`src/rtl/i2s_rx_tdm_channel_if.sv`:
```
`default_nettype none
// ============================================================================
// Module   : i2s_rx_tdm_channel_if
// Brief    : Tagged receive-word stream from the TDM receiver to its consumer.
// Revision : 1.0 - initial release
// ============================================================================
interface i2s_rx_tdm_channel_if #(
    parameter int NUM_LANES = 2,
    parameter int MAX_SLOTS = 8
);
    localparam int LANE_W = (NUM_LANES > 1) ? $clog2(NUM_LANES) : 1;
    localparam int SLOT_W = $clog2(MAX_SLOTS);

    logic [31:0]       data_o;
    logic [LANE_W-1:0] data_lane_o;
    logic [SLOT_W-1:0] data_slot_o;
    logic              data_valid_o;
    logic              data_ready_i;

    modport master (
        output data_o, data_lane_o, data_slot_o, data_valid_o,
        input  data_ready_i
    );

    modport slave (
        input  data_o, data_lane_o, data_slot_o, data_valid_o,
        output data_ready_i
    );
endinterface
`default_nettype wire

```
`src/rtl/i2s_rx_tdm_channel.sv`:
```
`default_nettype none
// ============================================================================
// Module   : i2s_rx_tdm_channel
// Brief    : Multi-lane TDM/DSP-mode I2S receiver with tagged FWFT output FIFO.
// Revision : 1.0 - initial release
// ============================================================================
module i2s_rx_tdm_channel #(
    parameter int NUM_LANES  = 2,
    parameter int MAX_SLOTS  = 8,
    parameter int FIFO_DEPTH = 4
) (
    input  wire                         sck_i,
    input  wire                         rst_i,
    input  wire [NUM_LANES-1:0]         sd_i,
    input  wire                         ws_i,
    input  wire                         cfg_en_i,
    input  wire [NUM_LANES-1:0]         cfg_lane_en_i,
    input  wire [4:0]                   cfg_num_bits_i,
    input  wire [$clog2(MAX_SLOTS)-1:0] cfg_num_slots_i,
    input  wire                         cfg_lsb_first_i,
    input  wire [8:0]                   cfg_offset_i,
    input  wire                         cfg_continuous_i,
    input  wire [7:0]                   cfg_num_frames_i,
    i2s_rx_tdm_channel_if.master        rx_if,
    output logic                        err_o,
    output logic                        done_o,
    output logic                        busy_o
);
    localparam int SLOT_W  = $clog2(MAX_SLOTS);
    localparam int LANE_W  = (NUM_LANES > 1) ? $clog2(NUM_LANES) : 1;
    localparam int PTR_W   = $clog2(FIFO_DEPTH);
    localparam int ENTRY_W = LANE_W + SLOT_W + 32;

    typedef enum logic [2:0] {
        S_IDLE   = 3'd0,
        S_ARMED  = 3'd1,
        S_OFFSET = 3'd2,
        S_RUN    = 3'd3,
        S_DONE   = 3'd4
    } state_t;

    state_t              r_state, w_state_nxt;
    logic                r_ws_q, w_sync, w_restart;
    logic [8:0]          r_off_cnt, w_off_cnt_nxt;
    logic [4:0]          r_bit_cnt, w_bit_cnt_nxt, w_cur_bit;
    logic [SLOT_W-1:0]   r_slot_cnt, w_slot_cnt_nxt, w_cur_slot;
    logic [7:0]          r_frame_cnt, w_frame_cnt_nxt;
    logic                w_sample, w_first, w_last_bit, w_frame_end, w_complete;
    logic                w_frame_err, w_done, w_ovf, r_err, r_done;

    logic [31:0]         r_shift     [NUM_LANES];
    logic [31:0]         w_base      [NUM_LANES];
    logic [31:0]         w_shift_nxt [NUM_LANES];
    logic [31:0]         w_word      [NUM_LANES];
    logic [NUM_LANES-1:0] r_sh_valid, w_load, w_drain;
    logic [31:0]         r_sh_data   [NUM_LANES];
    logic [SLOT_W-1:0]   r_sh_slot   [NUM_LANES];
    logic [LANE_W-1:0]   w_drain_idx;
    logic                w_found, w_push, w_pop, w_full, w_empty;
    logic [ENTRY_W-1:0]  w_push_entry, w_head;
    logic [ENTRY_W-1:0]  r_mem [FIFO_DEPTH];
    logic [PTR_W:0]      r_wr_ptr, r_rd_ptr;

    assign w_sync = ws_i & ~r_ws_q;

    always_comb begin
        w_state_nxt     = r_state;
        w_off_cnt_nxt   = r_off_cnt;
        w_bit_cnt_nxt   = r_bit_cnt;
        w_slot_cnt_nxt  = r_slot_cnt;
        w_frame_cnt_nxt = r_frame_cnt;
        w_sample        = 1'b0;
        w_first         = 1'b0;
        w_restart       = 1'b0;
        w_frame_err     = 1'b0;
        w_done          = 1'b0;
        case (r_state)
            S_IDLE: begin
                w_off_cnt_nxt   = '0;
                w_bit_cnt_nxt   = '0;
                w_slot_cnt_nxt  = '0;
                w_frame_cnt_nxt = '0;
                if (cfg_en_i) w_state_nxt = S_ARMED;
            end
            S_ARMED: w_restart = w_sync;
            S_OFFSET: begin
                if (w_sync) begin
                    w_restart   = 1'b1;
                    w_frame_err = 1'b1;
                end else if (r_off_cnt == cfg_offset_i) begin
                    w_sample = 1'b1;
                    w_first  = 1'b1;
                end else begin
                    w_off_cnt_nxt = r_off_cnt + 9'd1;
                end
            end
            S_RUN: begin
                if (w_sync) begin
                    w_restart   = 1'b1;
                    w_frame_err = 1'b1;
                end else begin
                    w_sample = 1'b1;
                end
            end
            default: ;
        endcase
        // A sync edge (fresh or mid-frame) always restarts slot 0 from this cycle.
        if (w_restart) begin
            if (cfg_offset_i == 9'd0) begin
                w_sample = 1'b1;
                w_first  = 1'b1;
            end else begin
                w_state_nxt   = S_OFFSET;
                w_off_cnt_nxt = 9'd1;
            end
        end
        w_cur_bit   = w_first ? 5'd0 : r_bit_cnt;
        w_cur_slot  = w_first ? '0 : r_slot_cnt;
        w_last_bit  = (w_cur_bit == cfg_num_bits_i);
        w_frame_end = w_last_bit && (w_cur_slot == cfg_num_slots_i);
        if (w_sample) begin
            w_state_nxt = S_RUN;
            if (w_last_bit) begin
                w_bit_cnt_nxt  = 5'd0;
                w_slot_cnt_nxt = w_cur_slot + 1'b1;
            end else begin
                w_bit_cnt_nxt  = w_cur_bit + 5'd1;
                w_slot_cnt_nxt = w_cur_slot;
            end
            if (w_frame_end) begin
                w_slot_cnt_nxt = '0;
                if (cfg_continuous_i || (r_frame_cnt != cfg_num_frames_i)) begin
                    w_state_nxt     = S_ARMED;
                    w_frame_cnt_nxt = r_frame_cnt + 8'd1;
                end else begin
                    w_state_nxt = S_DONE;
                    w_done      = 1'b1;
                end
            end
        end
        if (!cfg_en_i) begin
            w_state_nxt = S_IDLE;
            w_sample    = 1'b0;
            w_first     = 1'b0;
            w_frame_err = 1'b0;
            w_done      = 1'b0;
        end
        w_complete = w_sample & w_last_bit;
    end

    // LSB-first words build from bit 31 down, so realign once complete.
    always_comb begin
        for (int l = 0; l < NUM_LANES; l++) begin
            w_base[l]      = (w_cur_bit == 5'd0) ? 32'd0 : r_shift[l];
            w_shift_nxt[l] = cfg_lsb_first_i ? {sd_i[l], w_base[l][31:1]}
                                             : {w_base[l][30:0], sd_i[l]};
            w_word[l]      = cfg_lsb_first_i ? (w_shift_nxt[l] >> (5'd31 - cfg_num_bits_i))
                                             : w_shift_nxt[l];
        end
    end

    assign w_empty = (r_wr_ptr == r_rd_ptr);
    assign w_full  = (r_wr_ptr[PTR_W] != r_rd_ptr[PTR_W]) &&
                     (r_wr_ptr[PTR_W-1:0] == r_rd_ptr[PTR_W-1:0]);
    assign w_pop   = ~w_empty & rx_if.data_ready_i;

    always_comb begin
        w_found     = 1'b0;
        w_drain_idx = '0;
        for (int l = 0; l < NUM_LANES; l++) begin
            if (r_sh_valid[l] && !w_found) begin
                w_found     = 1'b1;
                w_drain_idx = LANE_W'(l);
            end
        end
        w_push  = w_found & (~w_full | w_pop);
        w_drain = '0;
        if (w_push) w_drain[w_drain_idx] = 1'b1;
        w_push_entry = {w_drain_idx, r_sh_slot[w_drain_idx], r_sh_data[w_drain_idx]};
        // A shadow emptying this cycle can take the new word.
        w_load = {NUM_LANES{w_complete}} & cfg_lane_en_i & (~r_sh_valid | w_drain);
        w_ovf  = |({NUM_LANES{w_complete}} & cfg_lane_en_i & r_sh_valid & ~w_drain);
    end

    always_ff @(posedge sck_i) begin
        if (rst_i) begin
            r_state     <= S_IDLE;
            r_ws_q      <= 1'b0;
            r_off_cnt   <= '0;
            r_bit_cnt   <= '0;
            r_slot_cnt  <= '0;
            r_frame_cnt <= '0;
            r_sh_valid  <= '0;
            r_wr_ptr    <= '0;
            r_rd_ptr    <= '0;
            r_err       <= 1'b0;
            r_done      <= 1'b0;
        end else begin
            r_state     <= w_state_nxt;
            r_ws_q      <= ws_i;
            r_off_cnt   <= w_off_cnt_nxt;
            r_bit_cnt   <= w_bit_cnt_nxt;
            r_slot_cnt  <= w_slot_cnt_nxt;
            r_frame_cnt <= w_frame_cnt_nxt;
            r_sh_valid  <= (r_sh_valid & ~w_drain) | w_load;
            if (w_push) r_wr_ptr <= r_wr_ptr + 1'b1;
            if (w_pop)  r_rd_ptr <= r_rd_ptr + 1'b1;
            r_err       <= w_frame_err | w_ovf;
            r_done      <= w_done;
        end
    end

    always_ff @(posedge sck_i) begin
        for (int l = 0; l < NUM_LANES; l++) begin
            if (w_sample) r_shift[l] <= w_shift_nxt[l];
            if (w_load[l]) begin
                r_sh_data[l] <= w_word[l];
                r_sh_slot[l] <= w_cur_slot;
            end
        end
        if (w_push) r_mem[r_wr_ptr[PTR_W-1:0]] <= w_push_entry;
    end

    assign w_head             = r_mem[r_rd_ptr[PTR_W-1:0]];
    assign rx_if.data_valid_o = ~w_empty;
    assign rx_if.data_o       = w_empty ? 32'd0 : w_head[31:0];
    assign rx_if.data_slot_o  = w_empty ? '0 : w_head[32 +: SLOT_W];
    assign rx_if.data_lane_o  = w_empty ? '0 : w_head[32+SLOT_W +: LANE_W];

    assign err_o  = r_err;
    assign done_o = r_done;
    assign busy_o = (r_state == S_ARMED) || (r_state == S_OFFSET) || (r_state == S_RUN);
endmodule
`default_nettype wire
```
`src/flat_wrapper.sv`:
```
// flat-port wrapper written by rule: the top's interface ports become plain ports
module i2s_rx_tdm_channel_flat 
#(
    parameter int NUM_LANES  = 2,
    parameter int MAX_SLOTS  = 8,
    parameter int FIFO_DEPTH = 4
)
  (sck_i, rst_i, sd_i, ws_i, cfg_en_i, cfg_lane_en_i, cfg_num_bits_i, cfg_num_slots_i, cfg_lsb_first_i, cfg_offset_i, cfg_continuous_i, cfg_num_frames_i, err_o, done_o, busy_o, rx_if_data_o, rx_if_data_lane_o, rx_if_data_slot_o, rx_if_data_valid_o, rx_if_data_ready_i);
  i2s_rx_tdm_channel_if #(.NUM_LANES(NUM_LANES), .MAX_SLOTS(MAX_SLOTS)) rx_if_i ();
  input  wire sck_i;
  input  wire rst_i;
  input  wire [NUM_LANES-1:0] sd_i;
  input  wire ws_i;
  input  wire cfg_en_i;
  input  wire [NUM_LANES-1:0] cfg_lane_en_i;
  input  wire [4:0] cfg_num_bits_i;
  input  wire [$clog2(MAX_SLOTS)-1:0] cfg_num_slots_i;
  input  wire cfg_lsb_first_i;
  input  wire [8:0] cfg_offset_i;
  input  wire cfg_continuous_i;
  input  wire [7:0] cfg_num_frames_i;
  output logic err_o;
  output logic done_o;
  output logic busy_o;
  output wire logic [$bits(rx_if_i.data_o)-1:0] rx_if_data_o;
  output wire logic [$bits(rx_if_i.data_lane_o)-1:0] rx_if_data_lane_o;
  output wire logic [$bits(rx_if_i.data_slot_o)-1:0] rx_if_data_slot_o;
  output wire logic [$bits(rx_if_i.data_valid_o)-1:0] rx_if_data_valid_o;
  input wire logic [$bits(rx_if_i.data_ready_i)-1:0] rx_if_data_ready_i;
  assign rx_if_data_o = rx_if_i.data_o;
  assign rx_if_data_lane_o = rx_if_i.data_lane_o;
  assign rx_if_data_slot_o = rx_if_i.data_slot_o;
  assign rx_if_data_valid_o = rx_if_i.data_valid_o;
  assign rx_if_i.data_ready_i = rx_if_data_ready_i;
  i2s_rx_tdm_channel #(.NUM_LANES(NUM_LANES), .MAX_SLOTS(MAX_SLOTS), .FIFO_DEPTH(FIFO_DEPTH)) u_core (.sck_i(sck_i), .rst_i(rst_i), .sd_i(sd_i), .ws_i(ws_i), .cfg_en_i(cfg_en_i), .cfg_lane_en_i(cfg_lane_en_i), .cfg_num_bits_i(cfg_num_bits_i), .cfg_num_slots_i(cfg_num_slots_i), .cfg_lsb_first_i(cfg_lsb_first_i), .cfg_offset_i(cfg_offset_i), .cfg_continuous_i(cfg_continuous_i), .cfg_num_frames_i(cfg_num_frames_i), .rx_if(rx_if_i), .err_o(err_o), .done_o(done_o), .busy_o(busy_o));
endmodule
```
`config.mk`:
```
export PLATFORM = sky130hd
export DESIGN_NAME = i2s_rx_tdm_channel_flat
export DESIGN_NICKNAME = d
export VERILOG_FILES = /design/src/rtl/i2s_rx_tdm_channel_if.sv /design/src/rtl/i2s_rx_tdm_channel.sv /design/src/flat_wrapper.sv
export SDC_FILE = /design/constraint.sdc
export NUM_CORES = 1
export LEC_CHECK = 0
export ABC_AREA = 1
export BUFFER_PORTS_ARGS = -buffer_cell sky130_fd_sc_hd__buf_2
export CORE_ASPECT_RATIO = 0.75
export CORE_MARGIN = 5
export CORE_UTILIZATION = 62
export DETAILED_ROUTE_END_ITERATION = 7
export PLACE_DENSITY_LB_ADDON = 0.2
export SYNTH_ARGS = -nofsm -noshare
export SYNTH_HDL_FRONTEND = slang
export SYNTH_SLANG_ARGS = --single-unit
export TNS_END_PERCENT = 50
```
`constraint.sdc`:
```
create_clock -name sck_i -period 6 [get_ports sck_i]
set_input_delay 0.3 -clock sck_i [delete_from_list [all_inputs] [get_ports sck_i]]
set_output_delay 0.3 -clock sck_i [all_outputs]
set_load 0.01 [all_outputs]
```
==> results of run 1 <==
-- final cells by class --
class	count	area, um2	share of cell area
flip-flops and latches	319	9170	0.485
multi-input cells	1491	7190	0.380
inverters	109	412	0.0218
well taps	351	439	0.0232
clock buffers	45	943	0.0499
clock inverters	17	178	0.00940
repair buffers	101	573	0.0303
-- through the flow --
stage | power, uW | setup slack [ns] | hold slack [ns] | instances | instance area, um2
2_1_floorplan | 2820 | 1.34 | 0.369 | 2047 | 17200
3_3_place_gp | 2960 | 2.00 | 0.454 | 2370 | 17800
3_5_place_dp | 2960 | 1.91 | 0.462 | 2370 | 17800
4_1_cts | 5070 | 1.96 | 0.0859 | 2433 | 18900
5_1_grt | 5230 | 1.54 | 0.101 | 2433 | 18900
6_report | 5050 | 1.86 | 0.106 | 2433 | 18900
-- registers in the layout (all words and copies together) (netlist names), named ones only --
signal,flops
u_core.err_o,1
u_core.done_o,1
u_core.r_sh_slot,6
u_core.r_off_cnt,9
u_core.r_sh_valid,2
u_core.r_ws_q,1
u_core.r_state,3
u_core.r_wr_ptr,3
u_core.r_rd_ptr,3
u_core.r_mem,144
u_core.r_frame_cnt,8
u_core.r_sh_data,64
u_core.r_slot_cnt,3
u_core.r_shift,64
u_core.r_bit_cnt,5
-- cells by family after synthesis --
logic type	count (synthesis)	share of synthesized area
fa+ha+maj	10	0.00726
flops	319	0.532
buf+inv	237	0.0543
simple gates	1306	0.337
xor+xnor	23	0.0126
compound gates	152	0.0571
-- path summary, 6_finish.rpt --
check	cells past startpoint	to	slack, ns	startpoint
setup / recovery	18	u_core.r_sh_data[0][3]	1.86	u_core.r_off_cnt[2]
setup reg to reg	18	u_core.r_sh_data[0][3]	1.86	u_core.r_off_cnt[2]
hold reg to reg	2	u_core.r_slot_cnt[1]	0.48	u_core.r_slot_cnt[1]
hold / removal	3	u_core.r_sh_valid[0]	0.11	cfg_lane_en_i[0]
-- per-layer routing --
metal  global-route usage  vias to the layer above
met5                    0                        -
met4               0.0649                        0
met3               0.0777                       78
met2                0.428                      909
met1                0.469                     7110
li1                     -                     7173
-- cells in the mapped netlist (3+ instances only) --
cell / n / area [um2]
nand3_1: 564 / 2820
nand2_1: 526 / 1970
edfxtp_1: 278 / 8350
nor2_1: 163 / 612
inv_1: 95 / 357
clkbuf_1: 86 / 323
o21ai_0: 54 / 270
dfxtp_1: 41 / 821
o32ai_1: 36 / 315
a21oi_1: 30 / 150
buf_1: 27 / 101
nor3_1: 17 / 85.1
nand4_1: 15 / 93.8
xnor2_1: 12 / 105
buf_2: 11 / 55.1
ha_1: 10 / 125
inv_2: 9 / 33.8
xor2_1: 9 / 78.8
o31ai_1: 7 / 52.6
nand2_4: 6 / 67.6
buf_6: 4 / 45.0
clkinv_1: 4 / 15.0
o211ai_1: 4 / 30.0
a211oi_1: 3 / 22.5
nand3_2: 3 / 30.0
nor2_4: 3 / 33.8
-- tightest hold or removal path: stages --
cell and delay, ns:
buf_2 0.11, nand2_1 0.09, a21oi_1 0.07
-- power by group --
part           leakage [uW]  switching (uW)  internal (uW)
clock              0.000554             874           1250
combinational       0.00470             374            150
sequential          0.00287            7.04           2400
total               0.00813            1250           3800
-- placed cells by master (no fill, tap or decap), types with 9 or more instances in the layout --
cell type and n:
a21oi_1 30, inv_2 11, o32ai_1 36, inv_1 93
clkbuf_16 35, nand3_1 564, xor2_1 9, edfxtp_1 278
nor2_1 154, nor3_1 17, nand2_1 526, nand4_1 15
xnor2_1 12, ha_1 10, buf_4 25, dfxtp_1 39
buf_2 75, o21ai_0 54
==> flow_metrics.tcl, run 1 <==
set metrics [dict create \
    crit_type "register to register" \
    ios 76 \
    detailedPlacementHpwl_um 32300 \
    drt-met1-wl_um 20700 \
    max_slew.worst_pin.slew_ns 1.09 \
    route.met2.wl_um 20100 \
    worst_path_max_delay_cell "buf_4" \
    final.setup.tns_ns 0 \
    postSynthRegisterBits 319 \
    min_period_over_period 0.689 \
    via_count_of_the_first_global_routing_pass 13600 \
    clk_root_buffer_cell "clkbuf_16" \
    cts.sinks 319 \
    met3_wirelength_um 6040 \
    cts_resizes 0 \
    drv_cap 0 \
    report.final.hold_viol_count 0 \
    drive_gt1_frac 0.0965 \
    syn-mean-instance-area_um2 8.42 \
    worst_skew_pair.late_latency_ns 0.53 \
    grt_start_max_net_pins 74 \
    post-route-drc-count 0 \
    tritoncts "yes" \
    detailedRoute.firstIterationViolations 2162 \
    grt_overflow_total 0 \
    synth_enable_flop_cells 278 \
    worstPathCellList "xnor2_1, nand2_1, nor2_1, nand3_4, nand2_4, inv_4, nand2_4, ha_1, nand3_4, buf_4, nand3_1, nand3_1, nand3_1, nand3_1, nand2_1, nand2_1, nand3_1, nand3_1" \
    core_area_um2 27200 \
    num-nets-final 2102 \
    start_kind "register" \
    syn_to_final_growth_pct 9.67 \
    timing.final.max_slew_violations 0 \
    holdBufCountCts 1 \
    final_util 0.695 \
    drtPass1Iterations 7 \
    floorplan.initialDensity 0.634 \
    die-height_um 154 \
    async_set_or_reset_register_ratio_after_synthesis 0 \
    overall_routed_net_length_um 47800 \
    setup_viol 0 \
    synth_cell_type_count 47 \
    gr-usage-all-layers 0.301 \
    cts_max_level 2 \
    final.setup_skew_ns 0.0162 \
    clk_transition_reported_paths_ns 0.06 \
    arrival_time_reported_for_the_critical_path_endpoint_ns 4.38 \
    top_layer_used "met4" \
    yosys_most_used_dff "edfxtp_1" \
    port_buffers 75 \
    synthesized_netlist_net_count 2093 \
    worst_ep_required_time_ns 6.24 \
    n_fill_cell 2109 \
    most_used_cell_cp "nand3_1" \
    seq_area_frac_synth 0.532 \
    post_synth_instance_area_um2 17200 \
    syn-instance-count 2047 \
    status "finished clean" \
    grt_pass1_wl_um 75600 \
    finalWorstPathRequiredPeriod_ns 4.14 \
    detailroute.via_count 15300 \
    placement_rows 52 \
    critPathMaxFanout 69 \
    worst_slew_margin_rel 0.268 \
    critical-path-top-delay-family "simple AND/OR/NAND/NOR gates" \
    cts-buffers-inserted 34 \
    wirelength_per_cell_um 19.6 \
    hp-class "input pin to register" \
    worstSetupEndpointType "register" \
    yosysWarningCount 0 \
    irDropWorstVdd_v 0.000206 \
    power_leakage_uw 0.00813 \
    die_width_um 203 \
    antenna_cells 0 \
    postCtsSetupRepairBufs 0 \
    power.density_cell_area_nw_per_um2 267 \
    max_clock_freq_ghz 0.242 \
    rsz0062_at_grt "no" \
    cpPeakStageDelay_ns 0.55 \
    grt_antenna_before_repair 0 \
    drt.antenna.violating_nets 0 \
    gp_routability_congestion 0.969 \
    dieArea_um2 31300 \
    largest_buffer_count_on_any_clock_path 3 \
    cp.buffers_inverters 2 \
    viasPerCell 6.28 \
]
Note: power is estimated with default switching activity, not from simulation.
==> run 2: changes to the inputs <==
--- a/config.mk
+++ b/config.mk
@@ -9,7 +9,7 @@
 export BUFFER_PORTS_ARGS = -buffer_cell sky130_fd_sc_hd__buf_2
 export CORE_ASPECT_RATIO = 0.75
 export CORE_MARGIN = 5
-export CORE_UTILIZATION = 62
+export CORE_UTILIZATION = 56
 export DETAILED_ROUTE_END_ITERATION = 7
 export PLACE_DENSITY_LB_ADDON = 0.2
 export SYNTH_ARGS = -nofsm -noshare
==> constraint.sdc (replaced) <==
create_clock -name sck_i -period 3.42 [get_ports sck_i]
set_input_delay 0.171 -clock sck_i [delete_from_list [all_inputs] [get_ports sck_i]]
set_output_delay 0.171 -clock sck_i [all_outputs]
set_load 0.01 [all_outputs]
==> run 2 against run 1 <==
Net effect: routed wire length grew 4.4%; clock power grew 73%; largest cell class unchanged; hold slack lost 0.067 ns; non-clock buffer count grew 29; fmax grew 27%; worst setup slack lost 1.7 ns; final cell count grew 3.0%; critical path type unchanged; first-iteration DRC count shrank 0.28%; register-to-register slack lost 1.7 ns.
==> flow_metrics.tcl, run 2 (synthesis results as in run 1) <==
set metrics [dict create \
    antenna_cells 0 \
    arrival_time_reported_for_the_critical_path_endpoint_ns 3.56 \
    post-route-drc-count 0 \
    syn_to_final_growth_pct 13.0 \
    detailroute.via_count 15400 \
    wirelength_per_cell_um 19.9 \
    worst_slew_margin_rel 0.298 \
    viasPerCell 6.15 \
    rrSetupSlack_ns 0.16 \
    worst_path_max_delay_cell "dfxtp_1" \
    grt_overflow_total 0 \
    cpPeakStageDelay_ns 0.37 \
    clk_root_buffer_cell "clkbuf_16" \
    drtPass1Iterations 6 \
    final_common_cell "nand3_1" \
    crit_type "register to register" \
    critical-path-top-delay-family "simple AND/OR/NAND/NOR gates" \
    hp-class "input pin to register" \
    final.setup.tns_ns 0 \
    grt_start_max_net_pins 74 \
    post-route-worst-setup-slack_ns 0.159 \
    grt_pass1_wl_um 77000 \
    drive_gt1_frac 0.112 \
    floorplan.initialDensity 0.569 \
    setup_viol 0 \
    report.final.hold_viol_count 0 \
    drt.antenna.violating_nets 0 \
    layout.cells.most_common_list "nand3_1, nand2_1, edfxtp_1" \
    multi_input_area_um2 7250 \
    cp.buffers_inverters 4 \
    min_period_over_period 0.954 \
    start_kind "register" \
    drv_cap 0 \
    timing.final.max_slew_violations 0 \
    irDropWorstVdd_v 0.000449 \
    detailedPlace.worstSlack_ns 0.0196 \
    worstPathCellList "inv_2, nor2_4, nand2_2, nor2_4, nand3_4, nand2_4, inv_4, nand2_4, ha_1, nand3_4, buf_4, buf_12, nand3_1, nand3_1, nand3_1, nand3_1, nand2_1, nand2_1, nand3_1, nand2_1" \
    overall_routed_net_length_um 49900 \
    final.setup_skew_ns 0.0212 \
    largest_buffer_count_on_any_clock_path 3 \
    max_slew.worst_pin.slew_ns 1.05 \
    gr-usage-all-layers 0.281 \
    worst_skew_pair.late_latency_ns 0.60 \
    dieArea_um2 34400 \
    cts.sinks 319 \
    tritoncts "yes" \
    detailedPlacementHpwl_um 33200 \
    grt_antenna_before_repair 0 \
    status "finished clean" \
    critPathMaxFanout 9 \
    placement_rows 55 \
    cts_max_level 1 \
    die_width_um 213 \
    gp_routability_congestion 0.978 \
    clk_transition_reported_paths_ns 0.06 \
    regArea_um2 9180 \
    place_area_um2 18100 \
    final_util 0.643 \
    finalWorstPathRequiredPeriod_ns 3.26 \
    power.density_cell_area_nw_per_um2 455 \
    ios 76 \
    max_clock_freq_ghz 0.307 \
    power_leakage_uw 0.00831 \
    core_area_um2 30300 \
    n_fill_cell 2568 \
    cts-buffers-inserted 31 \
    number_of_flip_flops_in_the_largest_register 144 \
    worstSetupEndpointType "register" \
    num-nets-final 2128 \
    postLayoutCellArea_um2 19500 \
    most_used_cell_cp "nand3_1" \
    via_count_of_the_first_global_routing_pass 13600 \
    worst_ep_required_time_ns 3.72 \
    port_buffers 75 \
    die-height_um 162 \
    detailedRoute.firstIterationViolations 2156 \
]
## run 2: cell count changes in the layout (fill, tap and decap cells not counted), sizes merged, moves of 2 or more
cell | previous run | this run
bufinv | 3 | 6
dlygate4sd3 | 1 | 10
buf | 100 | 116
clkbuf | 45 | 37
clkinvlp | 1 | 5
clkinv | 15 | 17
## run 2: final cells by class
class	instances	area share
multi-input cells	1491	0.372
clock inverters	25	0.0155
clock buffers	33	0.0402
repair buffers	130	0.0541
inverters	109	0.0211
flip-flops and latches	319	0.471
well taps	399	0.0256
## run 2: per-stage QoR
stage | instances | hold WS [ns] | total power, uW
floorplan | 2047 | 0.240 | 4940
global placement | 2431 | 0.402 | 5220
detailed placement | 2431 | 0.423 | 5220
CTS | 2499 | 0.00195 | 8870
global route | 2506 | 0.0425 | 9200
finish | 2506 | 0.0399 | 8870
## run 2: metal layers
| layer | share of wire | vias to the layer above | global-route usage |
|---|---|---|---|
| met5 | 0 | - | 0 |
| met4 | 0.021 | 0 | 0.0552 |
| met2 | 0.41 | 874 | 0.392 |
| met3 | 0.11 | 79 | 0.0637 |
| met1 | 0.45 | 7237 | 0.451 |
| li1 | - | 7213 | - |
## run 2: power by group
group	total (uW)	switching, uW	leakage, uW	internal, uW
clock	3670	1550	0.000515	2120
sequential	4230	18.9	0.00288	4210
combinational	966	667	0.00492	298
## run 2: worst min-delay path, stage by stage
cell and delay (ns):
buf_2 0.16, nand2_1 0.12, nand2_1 0.09
## run 2: timing repair
item,4_1_cts,5_1_grt
resized for setup,0,19
hold buffers,10,0
setup buffers,0,3
endpoints found under the hold margin,16,0
endpoints found under the setup margin,0,54
## run 2: worst paths after layout
path	startpoint	to	cells past startpoint
worst min-delay path	sd_i[0]	u_core.r_shift[0][31]	3
worst max register to register	u_core.r_state[1]	u_core.r_sh_data[1][20]	20
worst min register to register	u_core.r_slot_cnt[1]	u_core.r_slot_cnt[1]	2
worst max-delay path	u_core.r_state[1]	u_core.r_sh_data[1][20]	20
==> run 3: changes to the inputs <==
--- a/config.mk
+++ b/config.mk
@@ -5,11 +5,10 @@
 export SDC_FILE = /design/constraint.sdc
 export NUM_CORES = 1
 export LEC_CHECK = 0
-export ABC_AREA = 1
 export BUFFER_PORTS_ARGS = -buffer_cell sky130_fd_sc_hd__buf_2
 export CORE_ASPECT_RATIO = 0.75
 export CORE_MARGIN = 5
-export CORE_UTILIZATION = 56
+export CORE_UTILIZATION = 57
 export DETAILED_ROUTE_END_ITERATION = 7
 export PLACE_DENSITY_LB_ADDON = 0.2
 export SYNTH_ARGS = -nofsm -noshare
==> run 3 against run 2 <==
Net effect: sequential power down 1%; hold slack better by 0.019 ns; synthesized cell count decreased by 26%; die area up 2.3%; flip-flop and latch count is the same; largest cell class unchanged; routed wire length grew 5.0%; sequential share of layout area is 2.0 points lower; total power down 6.0%; largest power group unchanged; fmax is 2.4% lower; first-iteration DRC count down 6.2%; register-to-register slack got worse by 0.02 ns.
==> flow_metrics.tcl, run 3 <==
set metrics [dict create \
    clk_root_buffer_cell "clkbuf_16" \
    grt_start_max_net_pins 65 \
    antenna_cells 0 \
    drtPass1Iterations 5 \
    met2_layer_usage_reported_by_global_route 0.409 \
    timing.final.max_slew_violations 0 \
    crit_type "input pin to register" \
    async_set_or_reset_register_ratio_after_synthesis 0 \
    port_buffers 75 \
    worstPathCellList "dlygate4sd3_1, buf_2, nor2b_2, or3_4, and4b_1, nor2_1, nand2_1, ha_1, o31a_4, buf_4, buf_4, nor3_1, a21oi_1, a2bb2oi_1, o21ai_0" \
    gp_routability_congestion 0.998 \
    drv_cap 0 \
    viasPerCell 6.55 \
    worstSetupEndpointType "register" \
    start_kind "input pin" \
    max_clock_freq_ghz 0.299 \
    irDropWorstVdd_v 0.000322 \
    grt_overflow_total 0 \
    synthSimpleGateAreaFrac 0.136 \
    largest_buffer_count_on_any_clock_path 3 \
    tritoncts "yes" \
    detailroute.via_count 13300 \
    syn-mean-instance-area_um2 11.8 \
    core_area_um2 31200 \
    die_width_um 215 \
    gr-usage-all-layers 0.294 \
    min_period_over_period 0.977 \
    via_count_of_the_first_global_routing_pass 12500 \
    rsz0062_at_grt "no" \
    grt_pass1_wl_um 79200 \
    syn-instance-count 1517 \
    synth_enable_flop_cells 278 \
    final_util 0.652 \
    grtUsageMet1 0.461 \
    critical-path-top-delay-family "simple AND/OR/NAND/NOR gates" \
    floorplan.initialDensity 0.576 \
    most_used_cell_cp "buf_4" \
    cp.buffers_inverters 4 \
    clk_transition_reported_paths_ns 0.06 \
    yosys_most_used_dff "edfxtp_1" \
    post_synth_instance_area_um2 18000 \
    synthesized_netlist_net_count 1563 \
    drt.antenna.violating_nets 0 \
    ios 76 \
    power_leakage_uw 0.00715 \
    top_usage_layer "met1" \
    placement_rows 56 \
    synthXorXnorAreaFrac 0.0132 \
    synth_cell_type_count 84 \
    report.final.hold_viol_count 0 \
    cts_max_level 2 \
    postSynthRegisterBits 319 \
    hp-class "input pin to register" \
    cts.sinks 319 \
    synth.largest_area_cell "edfxtp_1" \
    grt_antenna_before_repair 2 \
    final_common_cell "edfxtp_1" \
    final.setup_skew_ns 0.0232 \
    num-nets-final 1649 \
    fin_total_pwr_uw 8340 \
    wirelength_per_cell_um 25.7 \
    final.setup.tns_ns 0 \
    worst_skew_pair.late_latency_ns 0.54 \
    finalWorstPathRequiredPeriod_ns 3.34 \
    post_synth_mux_area_share 0.195 \
    synthTopCellsByArea "edfxtp_1, mux4_2, mux2i_1" \
    syn_to_final_growth_pct 13.1 \
    setup_viol 0 \
    share_of_synthesized_cell_area_in_full_adder_half_adder_and_majority_cells 0.00696 \
    worst_ep_required_time_ns 3.60 \
    detailedRoute.firstIterationViolations 2023 \
    power.density_cell_area_nw_per_um2 410 \
    status "finished clean" \
    yosysWarningCount 0 \
    dieArea_um2 35200 \
    critPathMaxFanout 17 \
    synth_common_cells "edfxtp_1, nand2_1, nor2_1" \
    cts-buffers-inserted 34 \
    arrival_time_reported_for_the_critical_path_endpoint_ns 3.52 \
    synth_top_family_by_area "multiplexers" \
    max_slew.worst_pin.slew_ns 1.02 \
    post-synth-top-count-cell "edfxtp_1" \
    number_of_flip_flops_in_the_largest_register 144 \
    overall_routed_net_length_um 52300 \
    drive_gt1_frac 0.230 \
    cpPeakStageDelay_ns 0.54 \
    worst_path_max_delay_cell "dlygate4sd3_1" \
    grt_util_met3 0.0849 \
    layout.cells.most_common_list "edfxtp_1, nand2_1, nor2_1" \
    hold-worst-slack_ns 0.0590 \
    n_fill_cell 2392 \
    detailedPlacementHpwl_um 36900 \
    synth_compound_gate_area_share 0.107 \
    worst_slew_margin_rel 0.314 \
    post-route-drc-count 0 \
    die-height_um 164 \
    seq_area_frac_synth 0.510 \
    post-synth-top-area-fraction 0.465 \
    postCtsSetupRepairBufs 0 \
]
## run 3: final cells by class
type | instances | area (um2) | area share
sequential | 319 | 9170 | 0.451
multi-input combinational | 1066 | 8340 | 0.411
timing repair buffer | 165 | 1140 | 0.0563
clock buffer | 43 | 906 | 0.0446
tap | 406 | 508 | 0.0250
clock inverter | 17 | 186 | 0.00917
inverter | 17 | 63.8 | 0.00314
## run 3: kinds of logic after synthesis
family	count (synthesis)
xor+xnor	27
mux	243
flops	319
fa+ha+maj	10
compound gates	272
buf+inv	132
simple gates	514
## run 3: final timing paths
kind                        start                endpoint  slack [ns]  cells after the start
min              cfg_continuous_i           u_core.done_o        0.06                      4
min reg2reg  u_core.r_sh_valid[1]    u_core.r_sh_valid[1]        0.52                      2
max                          ws_i  u_core.r_sh_data[1][8]        0.08                     15
max reg2reg     u_core.r_state[1]  u_core.r_sh_data[1][8]        0.14                     13
## run 3: repair_timing
item,in CTS,in global routing
hold buffers,5,0
endpoints found under the setup margin,0,1
gates resized for setup,0,1
endpoints found under the hold margin,7,0
## run 3: report_power, final
group	switching (uW)	leakage, uW	internal, uW	total [uW]
combinational	310	0.00356	177	487
clock	1550	0.000536	2130	3680
sequential	3.96	0.00306	4170	4180
total	1860	0.00715	6480	8340
## run 3: worst register-to-register path, delay by kind of cell, from the launching register on
kind / cells / cell delay [ns]
compound gates: 4 / 1.01
simple gates: 6 / 0.92
flops: 1 / 0.42
buf+inv: 2 / 0.38
fa+ha+maj: 1 / 0.19
## run 3: metal layers
layer | part of all wire | up-vias | wire length, um
li1 | - | 5992 | -
met1 | 0.45 | 6527 | 23600
met2 | 0.41 | 705 | 21500
met3 | 0.12 | 90 | 6170
met4 | 0.019 | 2 | 1000
met5 | 0.00025 | - | 13
## run 3: through the flow
| step | instances | setup WS [ns] | instance area (um2) |
|---|---|---|---|
| 5_1_grt | 2033 | 0.00453 | 20300 |
| 3_3_place_gp | 1968 | 0.0537 | 19200 |
| 4_1_cts | 2033 | 0.0570 | 20300 |
| 3_5_place_dp | 1968 | 0.0555 | 19200 |
| 2_1_floorplan | 1517 | -0.128 | 18100 |
| 6_report | 2033 | 0.0800 | 20300 |
